[config.mk]
export PLATFORM = sky130hd
export DESIGN_NAME = parallel_rx
export DESIGN_NICKNAME = d
export VERILOG_FILES = /design/src/rtl/parallel_pkg.sv /design/src/rtl/parallel_bitcnt.sv /design/src/rtl/parallel_rx.sv
export SDC_FILE = /design/constraint.sdc
export NUM_CORES = 1
export LEC_CHECK = 0
export ABC_AREA = 1
export ABC_CLOCK_PERIOD_IN_PS = 1100
export CORE_MARGIN = 5
export CORE_UTILIZATION = 27
export DETAILED_ROUTE_END_ITERATION = 10
export GPL_ROUTABILITY_DRIVEN = 0
export REMOVE_ABC_BUFFERS = 1
export SLEW_MARGIN = 20
export SYNTH_ARGS = -nofsm -noshare
export SYNTH_HDL_FRONTEND = slang
export SYNTH_SLANG_ARGS = --single-unit
[constraint.sdc]
create_clock -name clk -period 1.1 [get_ports clk]
set_input_delay 0.22 -clock clk [delete_from_list [all_inputs] [get_ports clk]]
set_output_delay 0.22 -clock clk [all_outputs]
set_load 0.01 [all_outputs]
[src/rtl/parallel_pkg.sv]
// Shared constants and output-state encoding for the parallel receiver.
package parallel_pkg;

  localparam int WIDTH_DEFAULT = 4;
  localparam int CNT_W_DEFAULT = $clog2(WIDTH_DEFAULT);

  typedef enum logic [1:0] {
    EMPTY = 2'b00,
    FULL  = 2'b01,
    OVER  = 2'b10
  } out_state_e;

  function automatic int cnt_width(input int width);
    return (width < 2) ? 1 : $clog2(width);
  endfunction

endpackage

[src/rtl/parallel_bitcnt.sv]
// Modulo-WIDTH bit counter with synchronous clear, enable and a wrap pulse
// that marks the edge accepting the last bit of a word.
module parallel_bitcnt
  import parallel_pkg::*;
#(
  parameter int WIDTH = WIDTH_DEFAULT,
  parameter int CW    = cnt_width(WIDTH)
) (
  input  logic          clk,
  input  logic          rst,
  input  logic          clr,
  input  logic          en,
  output logic [CW-1:0] count,
  output logic          wrap
);

  localparam logic [CW-1:0] LAST = CW'(WIDTH - 1);

  // Clear wins over enable, so a bit strobed alongside a resync never completes a word.
  assign wrap = en && !clr && (count == LAST);

  // NOTE: state registers use non-blocking assignments so every flop samples
  // pre-edge values regardless of process evaluation order.
  always_ff @(posedge clk) begin
    if (rst || clr) begin
      count <= '0;
    end else if (en) begin
      count <= wrap ? '0 : count + CW'(1);
    end
  end

endmodule

[src/rtl/parallel_rx.sv]
// Serial-to-parallel receiver: shifts SI on Sh strobes, publishes each full
// word on Q with a valid/overrun handshake against the consumer's Ack.
module parallel_rx
  import parallel_pkg::*;
#(
  parameter int WIDTH     = WIDTH_DEFAULT,
  parameter bit LSB_FIRST = 1'b1
) (
  input  logic             clk,
  input  logic             rst,
  input  logic             Sh,
  input  logic             SI,
  input  logic             Clr,
  input  logic             Ack,
  output logic [WIDTH-1:0] Q,
  output logic             V,
  output logic             Ovr,
  output logic             Busy
);

  localparam int CW = cnt_width(WIDTH);

  logic [WIDTH-1:0] s_reg;
  logic [WIDTH-1:0] s_next;
  logic [CW-1:0]    count;
  logic             done;
  out_state_e       state;
  out_state_e       state_next;

  parallel_bitcnt #(
    .WIDTH (WIDTH),
    .CW    (CW)
  ) u_bitcnt (
    .clk   (clk),
    .rst   (rst),
    .clr   (Clr),
    .en    (Sh),
    .count (count),
    .wrap  (done)
  );

  // The completed word is taken from s_next so the final bit lands in Q on its own edge.
  always_comb begin
    if (LSB_FIRST) s_next = {SI, s_reg[WIDTH-1:1]};
    else           s_next = {s_reg[WIDTH-2:0], SI};
  end

  always_ff @(posedge clk) begin
    if (rst || Clr) begin
      s_reg <= '0;
    end else if (Sh) begin
      s_reg <= s_next;
    end
  end

  always_ff @(posedge clk) begin
    if (rst) begin
      Q <= '0;
    end else if (done) begin
      Q <= s_next;
    end
  end

  always_ff @(posedge clk) begin
    if (rst) state <= EMPTY;
    else     state <= state_next;
  end

  // NOTE: state_next gets a default before the case so no path leaves it
  // unassigned and no latch is inferred.
  always_comb begin
    state_next = state;
    unique case (state)
      EMPTY: if (done) state_next = FULL;
      FULL: begin
        if (done && Ack)  state_next = FULL;
        else if (done)    state_next = OVER;
        else if (Ack)     state_next = EMPTY;
      end
      OVER: begin
        if (done && Ack)  state_next = FULL;
        else if (Ack)     state_next = EMPTY;
      end
      default:            state_next = EMPTY;
    endcase
  end

  // Ovr is sticky across Ack; only reset or a framing resync clears it.
  always_ff @(posedge clk) begin
    if (rst || Clr) begin
      Ovr <= 1'b0;
    end else if (done && !Ack && (state != EMPTY)) begin
      Ovr <= 1'b1;
    end
  end

  assign V    = (state != EMPTY);
  assign Busy = (count != '0);

endmodule

### Yosys cells after proc, flatten, opt, wreduce, memory -nomap -nowiden

Cells that the tools add are included.

| operators by class | value |
|---|---|
| add/sub/neg operators | 1 |
| equal/unequal tests | 4 |
| muxes and demuxes | 7 |
| reductions and logical operators | 11 |

Operators by type and width:

| operator | count |
|---|---|
| $mux 2 | 6 |
| $pmux 2 s3 | 1 |
| $logic_and 1x1->1 | 5 |
| $eq 2x2->1 const B | 2 |
| $reduce_bool 2->1 | 2 |
| $add 2x1->2 const B | 1 |
| $eq 2x1->1 const B | 1 |
| $logic_not 1->1 | 2 |
| $logic_not 2->1 | 1 |
| $ne 2x2->1 const B | 1 |
| $logic_or 1x1->1 | 1 |

| storage, ports and cells | value |
|---|---|
| bits in registers | 13 |
| output and inout bits | 7 |
| logic and storage cells | 28 |

### Logic depth before layout (Yosys ltp)

| depth | value |
|---|---|
| word-level depth | 6 |
| mapped depth | 5 |
| depth with buffers taken out | 5 |

### Cells and area by module

A second synthesis with hierarchy kept.

| second synthesis, totals | value |
|---|---|
| cells, all modules | 73 |
| area, all modules | 534.3 um^2 |

Modules (own cells, without submodules):

| module | times used | cells each | area each (um^2) | sequential area each (um^2) |
|---|---|---|---|---|
| parallel_rx | 1 | 58 | 431.7 | 200.2 |
| parallel_bitcnt | 1 | 15 | 102.6 | 40.0 |

### Worst setup path after synthesis

Ideal clock, no wire load.

| timing | value |
|---|---|
| kind | register to register |
| start point | register u_bitcnt.count[0] |
| end point | register state[0] |
| arrival time | 0.943 ns |
| required time | 1.034 ns |
| setup slack | 0.091 ns |
| stages on the path, launching flop included | 6 |
| path buffers | 0 |
| clock period less this slack | 1.009 ns |
| cell sequence | dfxtp_1 -> ha_1 -> nand2_2 -> nor2_4 -> nand3_2 -> a21oi_2 |

| on the way | value |
|---|---|
| cells in the longest elaborated chain, start to end | 5 |
| elaborated cells between the ends (all ways) | 8 |
| those cells by class | 2 x eq/ne; 4 x mux; 2 x reduce/logical |

Ends and longest elaborated chain:

| element | RTL line | source |
|---|---|---|
| start: declaration | parallel_bitcnt.sv:13 | `output logic [CW-1:0] count,` |
| start signal: assignment | parallel_bitcnt.sv:28 | `count <= wrap ? '0 : count + CW'(1);` |
| $eq 2x2->1 * | parallel_bitcnt.sv:20 | `assign wrap = en && !clr && (count == LAST);` |
| $logic_and 1x1->1 * | parallel_bitcnt.sv:20 |  |
| $mux 2 / $logic_and 1x1->1 (equally long branches) | parallel_rx.sv:77, parallel_rx.sv:76, parallel_rx.sv:81 |  |
| $mux 2, on equally long branches | parallel_rx.sv:76, parallel_rx.sv:81 |  |
| $pmux 2 s3 | parallel_rx.sv:73 | `unique case (state)` |
| end signal: assignment | parallel_rx.sv:66 | `else state <= state_next;` |
| end: declaration | parallel_rx.sv:27 | `out_state_e state;` |

Every way passes the cells marked *; elsewhere a longest branch is shown, timed or not.
A chain may end at the register's enable or synchronous reset.

### Final worst setup path

| timing | value |
|---|---|
| start point | register u_bitcnt.count[0] |
| end point | output port Busy |

| on the way | value |
|---|---|
| cells in the longest elaborated chain, start to end | 1 |

Ends and longest elaborated chain:

| element | RTL line | source |
|---|---|---|
| $reduce_bool 2->1 | parallel_rx.sv:98 | `assign Busy = (count != '0);` |
| end: declaration | parallel_rx.sv:18 | `output logic Busy` |

Every way passes these cells.

==> results.py <==
metrics = {
    "critical_path": {
        "crit_buf_inv": 3,
        "cp_slowest_cell": "dfxtp_2",
        "required_ns": 0.88,
        "crit_family": "flip-flops",
        "critPathLaunchType": "register",
        "crit_path_end_kind": "output port",
        "cp.arrival_ns": 0.98,
        "crit_cells": 4,
        "max_stage_delay_ns": 0.34,
        "cp_cell_sequence": "inv_1 > ha_2 > inv_1 > buf_2",
        "cp_common_cell": "inv_1",
        "crit_type": "register to output port",
        "r2r_cells": 7,
        "crit_fanout": 2,
    },
    "route": {
        "drtAntennaViolNets": 0,
        "routed_wl_mm": 1.18,
        "dr.pass1.iters": 4,
        "drc_errors": 0,
        "wl_per_cell_um": 10.2,
        "drtIter0Drc": 11,
        "viasPerCell": 4.35,
        "vias": 500,
    },
    "sta": {
        "layout_setup_ws_ns": -0.0970,
        "period_minus_slack_ns": 1.20,
        "setup_viol": 7,
        "final-max-slew-violation-count": 0,
        "tightest_slew_ns": 0.362,
        "max_freq_ghz": 0.835,
        "post-route-period-util_pct": 109,
        "fin_skew_ns": 0.00715,
        "final_hold_viol_count": 0,
        "relSlewSlack_pct": 75.8,
        "rsz0062_at_grt": "yes",
    },
    "yosys": {
        "synthTopCellsByCount": "dfxtp_1, inv_1, nor2_1, o21ai_0, a21oi_1",
        "synth_seq_cells": 12,
        "syn-instance-count": 62,
        "avgSynthCellArea_um2": 7.97,
        "synth_edf_count": 0,
        "synthArstFlopShare_pct": 0,
        "yosysSeqAreaShare_pct": 48.6,
        "synth_ff_type": "dfxtp_1",
        "synth.top_cells.by_area": "dfxtp_1, o21ai_0, inv_1",
        "yosys_warnings": 0,
        "syn_area_um2": 494,
        "synth_top_area_share_pct": 48.6,
        "yosysMostFrequentCell": "dfxtp_1",
        "synth_top_area_cell": "dfxtp_1",
        "synth_cell_types": 13,
    },
    "worst_hold_path": {
        "hp-class": "input port to register",
        "hold_depth": 2,
    },
    "clocking": {
        "ctsLongestPathBuffers": 2,
        "htreeDepth": 1,
        "clkSinkCount": 12,
        "cts_tree": "yes",
        "hold_buffers": 0,
        "clk_pin_slew_ns": 0.08,
        "cts_buffers": 3,
        "worstSkewPairLatency_ns": 0.27,
        "root_buffer": "clkbuf_4",
    },
    "grt": {
        "grt_first_pass_wirelength_mm": 1.97,
        "grt_pass1_vias": 488,
        "grt_max_degree": 7,
        "grt_remaining_overflow": 0,
        "grt_usage_pct": 10.2,
        "antenna_found_initial": 0,
    },
    "placement": {
        "hpwl_um": 820,
        "dp_slack_ns": -0.324,
        "dpl.cell_count": 107,
        "portBuffers": 12,
    },
    "floorplanning": {
        "die_w_um": 52.8,
        "initial_core_util_pct": 28.6,
        "die_area_mm2": 0.00279,
        "rows": 15,
        "core_mm2": 0.00173,
        "die_h_um": 52.8,
        "io_pins": 13,
    },
    "power_and_ir_drop": {
        "ir_drop_uv": 571,
        "p_leak_nw": 0.356,
        "powerDensity_mw_per_mm2": 984,
    },
    "status": {
        "status": "finished, violations left",
        "failed_checks": "setup timing",
    },
    "layout": {
        "largest_reg_flops": 4,
        "antenna_cells": 0,
        "nFillCells": 188,
        "fin_nets": 100,
        "final_cells": 115,
        "layout-drive-gt1-share_pct": 44.4,
        "area_growth_pct": 65.8,
    },
    "run": {
        "maxCapViolCount": 0,
    },
}
==> worst paths after layout <==
check	startpoint	to	slack [ns]
max	u_bitcnt.count[0]	Busy	-0.1
min	Sh	u_bitcnt.count[0]	0.40
max reg2reg	u_bitcnt.count[1]	Ovr	-0.06
min reg2reg	s_reg[1]	s_reg[1]	0.46
==> metrics by stage <==
step	utilization, %	power [mW]	cell area (um^2)	hold WS, ns	setup TNS [ns]
after floorplan	-	0.480	494	0.282	0
after global routing	47.5	0.842	820	0.431	-0.909
after global placement	40.9	0.533	706	0.445	-2.68
after CTS	47.7	0.812	823	0.463	-0.843
after detailed placement	40.9	0.534	706	0.449	-2.88
final	47.5	0.807	820	0.396	-0.252
==> final cells by class <==
type | instances | area, um^2 | area share [%]
Tap cell | 25 | 31.3 | 3.82
Inverter | 11 | 41.3 | 5.04
Clock buffer | 3 | 22.5 | 2.75
Multi-Input combinational cell | 39 | 268 | 32.7
Timing Repair Buffer | 25 | 211 | 25.8
Sequential cell | 12 | 245 | 29.9
==> what timing repair did <==
action	in CTS	in global routing
buffers inserted	6	0
gates resized for setup	35	16
pin swaps	10	6
endpoints found under the setup margin	14	19
==> cell families after synthesis <==
group                    after synthesis  synth area share [%]
AND/OR/NAND/NOR                       19                  18.5
AO/OA/AOI/OAI                         18                  19.5
flip-flops                            12                  48.6
buffers and inverters                 11                  8.35
adder cells (fa/ha/maj)                2                  5.06
==> cells in the final DEF (no fill, tap or decap), types with 2 or more instances in the layout <==
cell,count
clkdlybuf4s50_1,4
buf_6,5
o21ai_1,4
clkbuf_4,3
nor2_4,2
nand3_1,2
nor2_1,8
clkbuf_2,4
a21oi_1,5
inv_1,9
buf_4,9
inv_2,2
dfxtp_1,8
o21ai_0,5
nand2_1,3
a21oi_2,3
dfxtp_2,4
==> routing by layer <==
layer	part of all wire [%]	GRT usage, %	up-vias
li1	-	-	256
met3	4.5	1.99	6
met4	4.5	10.2	0
met2	47	16.5	14
met1	44	10.7	224
met5	0	0	-
==> power breakdown <==
group          switching [mW]  internal (mW)  total, mW
clock                   0.146          0.127      0.273
sequential            0.00376          0.442      0.445
combinational          0.0436         0.0450     0.0886
total                   0.193          0.613      0.807
No activity file was read; power rests on OpenSTA's default activity.
==> patch 1, RTL diff (config.mk and constraints unchanged) <==
Change the parameter `LSB_FIRST` from 1'b1 to 1'b0.
--- a/src/rtl/parallel_rx.sv
+++ b/src/rtl/parallel_rx.sv
@@ -6,3 +6,3 @@
   parameter int WIDTH     = WIDTH_DEFAULT,
-  parameter bit LSB_FIRST = 1'b1
+  parameter bit LSB_FIRST = 1'b0
 ) (
Behaviour: not the same (a bounded check fails within 10 cycles, from zero or initial values and one cycle with rst high).
==> patch 1 against the original RTL <==
- the flow still finishes with violations (setup timing)
- register-to-register slack improved by 0.02 ns
- area after synthesis increased by 7.3%
- power increased by 11%
- routed wire length increased by 3.3%
- clock skew decreased by 0.0021 ns
- global-route usage decreased by 1.7 points
- largest cell class unchanged
- largest power group unchanged
- sequential cell count unchanged
- worst setup slack improved by 0.025 ns
- sequential power about the same
- cell area increased by 1.1%
==> patch 1: results (changes against the original RTL) <==
The wire length of the first global-routing pass is 1810 um (was 1970 um). The part of the Yosys area used for sequential elements is 0.453 (was 0.486). The global routing usage summed across all routing layers is 0.0848 (was 0.102).

The fill cell total of the finished layout was 213 (was 188). The startpoint of the worst register-to-register path is u_bitcnt.count[0] (was u_bitcnt.count[1]). The final net count is 97 (was 100).

The final setup violation count is 4 (was 7). The number of detailed-routing iterations run before antenna repair is 3 (was 4). Failing checks: setup timing (unchanged). Most used standard cells in the synthesized netlist: 12 x sky130_fd_sc_hd__dfxtp_1, 10 x sky130_fd_sc_hd__inv_1, 10 x sky130_fd_sc_hd__nor2_1, 7 x sky130_fd_sc_hd__o21ai_0, 6 x sky130_fd_sc_hd__a21oi_1 (was 12 x sky130_fd_sc_hd__dfxtp_1, 11 x sky130_fd_sc_hd__inv_1, 10 x sky130_fd_sc_hd__nor2_1, 9 x sky130_fd_sc_hd__o21ai_0, 7 x sky130_fd_sc_hd__a21oi_1).

The estimated wirelength of the detail-placed design came out at 836 um (was 820 um). The beginning of the worst hold path is Clr (was Sh). The actual transition at the worst max-transition pin is 0.324 ns (was 0.362 ns). The setup slack at placement was -0.271 ns (was -0.324 ns). The maximum root-to-sink buffer count is 2 (unchanged). The global-route track usage on met3 is 0.0245 (was 0.0199). The arrival time at the worst endpoint came out at 0.95 ns (was 0.98 ns). The violation count after the first detailed-route iteration is 8 (was 11). The via-per-instance ratio is 4.16 (was 4.35). The largest net degree at the start of global routing is 9 (was 7). Leading cell types by total area after synthesis: sky130_fd_sc_hd__dfxtp_1 45%, sky130_fd_sc_hd__inv_1 7.1%, sky130_fd_sc_hd__nor2_1 7.1%, sky130_fd_sc_hd__o21ai_0 6.6%, sky130_fd_sc_hd__a21oi_1 5.7% (was sky130_fd_sc_hd__dfxtp_1 49%, sky130_fd_sc_hd__o21ai_0 9.1%, sky130_fd_sc_hd__inv_1 8.4%, sky130_fd_sc_hd__nor2_1 7.6%, sky130_fd_sc_hd__a21oi_1 7.1%). The met2 track demand over resource is 0.145 (was 0.165).

The routed wirelength normalized by instance count is 10.6 um (was 10.2 um). The number of port buffers was 12 (unchanged). The cell area after technology mapping is 531 um2 (was 494 um2). The setup slack after layout came out at -0.0716 ns (was -0.0970 ns). The number of buffers created by CTS is 3 (unchanged). The stage delay of the slowest cell on the critical path came out at 0.36 ns (was 0.34 ns). The global-route track usage on met1 is 0.101 (was 0.107).

The worst clock skew came out at 0.00507 ns (was 0.00715 ns). The leakage power total came out at 0.364 nW (was 0.356 nW). The number of global-route vias before repair is 412 (was 488). The fraction of final layout cells with drive strength greater than 1 came out at 0.432 (was 0.444). Result of the run: complete, but fails checks (unchanged). The worst vdd rail ir drop came out at 0.468 mV (was 0.571 mV).
patch 1: metal layers:
metal  part of all wire  vias to the layer above
met4                  0                        0
met5                  0                        -
li1                   -                      253
met1               0.43                      215
met3              0.063                        0
met2               0.51                       10
patch 1: kinds of logic after synthesis:
kind of cell	after synthesis	share of synthesized area
simple gates	22	0.234
fa+ha+maj	2	0.0472
buf+inv	12	0.0991
compound gates	16	0.167
flops	12	0.453
patch 1: where the power goes:
group          switching (mW)  leakage [nW]  internal, mW  total (mW)
logic                  0.0488         0.244        0.0494      0.0982
registers             0.00503        0.0989         0.440       0.445
clock network           0.154        0.0210         0.201       0.355
total                   0.208         0.364         0.691       0.899
patch 1: cell type report:
cell class | count | area (um2) | share of cell area
multi-input cells | 40 | 289 | 0.349
repair buffers | 21 | 183 | 0.221
flip-flops and latches | 12 | 245 | 0.296
well taps | 27 | 33.8 | 0.0408
inverters | 11 | 41.3 | 0.0498
clock buffers | 4 | 36.3 | 0.0438
patch 1: final timing paths:
| kind | to | slack, ns | depth (start not counted) |
|---|---|---|---|
| max | Busy | -0.07 | 4 |
| max reg2reg | state[0] | -0.04 | 6 |
| min | state[0] | 0.42 | 4 |
| min reg2reg | Q[1] | 0.47 | 2 |
patch 1: worst min-delay path: cells and delay by family:
family,cells,cell delay [ns]
compound gates,1,0.04
buf+inv,1,0.25
simple gates,2,0.15
patch 1: what timing repair did:
action                                 in CTS  in global routing
buffers inserted                            0                  3
resized for setup                          27                 19
setup endpoints to repair                  14                 16
endpoints found under the hold margin       0                  0
pin swaps                                   1                 10
patch 1: per-stage QoR:
stage                     power (mW)  std cells  cell area (um2)   util
after floorplan                0.481         63              519      -
after global placement         0.531        108              718  0.374
after detailed placement       0.533        108              718  0.374
after CTS                      0.879        112              768  0.400
after global routing           0.934        115              828  0.431
final                          0.899        115              828  0.431
==> patch 2, RTL diff (config.mk and constraints unchanged) <==
Without the edit above. Encoding of `out_state_e`: now one-hot (3 bits for 3 states).
--- a/src/rtl/parallel_pkg.sv
+++ b/src/rtl/parallel_pkg.sv
@@ -6,6 +6,6 @@
 
-  typedef enum logic [1:0] {
-    EMPTY = 2'b00,
-    FULL  = 2'b01,
-    OVER  = 2'b10
+  typedef enum logic [2:0] {
+    EMPTY = 3'b001,
+    FULL  = 3'b010,
+    OVER  = 3'b100
   } out_state_e;
Formal check against the unedited RTL: same outputs for any inputs over 10 cycles, from zero or initial values and one cycle with rst high; not proved beyond that.
==> patch 2 against the original RTL <==
- the run still ends with setup timing left
- worst setup slack better by 0.0097 ns
- sequential cell count up 1
- cell area up 16%
- routed wire length up 25%
- area after synthesis up 18%
- first-iteration DRC count down 18%
- cell count up 15%
- largest cell class unchanged
- highest routed layer unchanged
Power is not compared: it rests on default switching activity, and its combinational part moved more than twofold at a synthesized area within 25%.
==> patch 2: results (changes against the original RTL) <==
Result of the run: complete, but fails checks (unchanged). Failing checks: setup timing (unchanged). The non-filler instance count after layout came out at 132 (was 115). The number of combinational gates with multiple inputs is 50 (was 39). The final net count is 114 (was 100). The critical path class is flip-flop to output port (unchanged). The via count of the routed design was 596 (was 500).

The wire length of the first global-routing pass is 2520 um (was 1970 um). The number of cells upsized or downsized after cts was 43 (was 35). The number of post-CTS setup repair buffers is 0 (was 6). The number of global-route vias before repair is 614 (was 488). Leading cell types by total area after synthesis: sky130_fd_sc_hd__dfxtp_1 45%, sky130_fd_sc_hd__a21oi_1 7.7%, sky130_fd_sc_hd__inv_1 7.7%, sky130_fd_sc_hd__nand3_1 6.9%, sky130_fd_sc_hd__nor2_1 5.8% (was sky130_fd_sc_hd__dfxtp_1 49%, sky130_fd_sc_hd__o21ai_0 9.1%, sky130_fd_sc_hd__inv_1 8.4%, sky130_fd_sc_hd__nor2_1 7.6%, sky130_fd_sc_hd__a21oi_1 7.1%).

The clock buffer count in the final layout came out at 4 (was 3). The fraction of final layout cells with drive strength greater than 1 is 0.505 (was 0.444). The mean post-synth cell area came out at 7.69 um2 (was 7.97 um2). The worst hold-check path type is flip-flop to flip-flop (was primary input to flip-flop).

The fill cell total of the finished layout is 206 (was 188). The worst clock skew was 0.00633 ns (was 0.00715 ns). Most used standard cells in the synthesized netlist: 13 x sky130_fd_sc_hd__dfxtp_1, 12 x sky130_fd_sc_hd__inv_1, 9 x sky130_fd_sc_hd__a21oi_1, 9 x sky130_fd_sc_hd__nor2_1, 8 x sky130_fd_sc_hd__nand3_1 (was 12 x sky130_fd_sc_hd__dfxtp_1, 11 x sky130_fd_sc_hd__inv_1, 10 x sky130_fd_sc_hd__nor2_1, 9 x sky130_fd_sc_hd__o21ai_0, 7 x sky130_fd_sc_hd__a21oi_1). The estimated wirelength of the detail-placed design came out at 1080 um (was 820 um). The arrival time at the worst endpoint came out at 0.97 ns. The internal reg-to-reg setup slack was -0.08 ns (was -0.06 ns). The total of flip-flops plus latches after synthesis came to 13 (was 12). The beginning of the worst hold path was Ovr (was Sh). The global routing usage summed across all routing layers came out at 0.104 (was 0.102). The number of cells on the worst reg-to-reg path is 8 (was 7). The post-synthesis compound-gate area fraction came to 0.150 (was 0.195). The largest net degree at the start of global routing is 8 (was 7). The startpoint of the worst register-to-register path is u_bitcnt.count[0] (was u_bitcnt.count[1]). The setup slack after layout came out at -0.0874 ns (was -0.0970 ns). The end of the worst register-to-register path is state[1] (was Ovr). The final setup violation count was 9 (was 7). The part of the Yosys area used for sequential elements came out at 0.445 (was 0.486). The cell count after placement was 128 (was 107). The relative area of clock buffers and inverters in the final design came out at 0.0275 (about the same).

The violation count after the first detailed-route iteration is 9 (was 11). The fraction of the mapped netlist area in adder cells was 0.0428 (was 0.0506). The combined area of the multi-input logic cells came out at 353 um2 (was 268 um2). The actual transition at the worst max-transition pin is 0.251 ns (was 0.362 ns).

The number of distinct library cells after synthesis was 17 (was 13).
[patch 2: changes by cell type in the layout (fill, tap and decap cells not counted), sizes merged, moves of 2 or more]
cell           unedited run  this run
nand3                     4         9
nand2                     4         8
clkdlybuf4s15             1         3
inv                      11        13
o21ai                     9         7
[patch 2: stage by stage]
step	power [mW]	worst slack, ns	setup TNS (ns)	hold WS [ns]	instance area, um2
3_5_place_dp	0.672	-0.278	-3.29	0.472	836
4_1_cts	0.984	-0.133	-0.444	0.485	920
2_1_floorplan	0.573	0.00663	0	0.289	584
5_1_grt	1.05	-0.174	-1.15	0.489	955
3_3_place_gp	0.670	-0.254	-3.09	0.457	836
6_report	0.993	-0.0874	-0.477	0.473	955
[patch 2: layer usage]
metal,GRT usage,share of wire,vias to the layer above
met5,0,0,-
met4,0.0814,0.036,0
met3,0.0252,0.024,5
met2,0.173,0.51,10
met1,0.109,0.43,277
li1,-,-,304
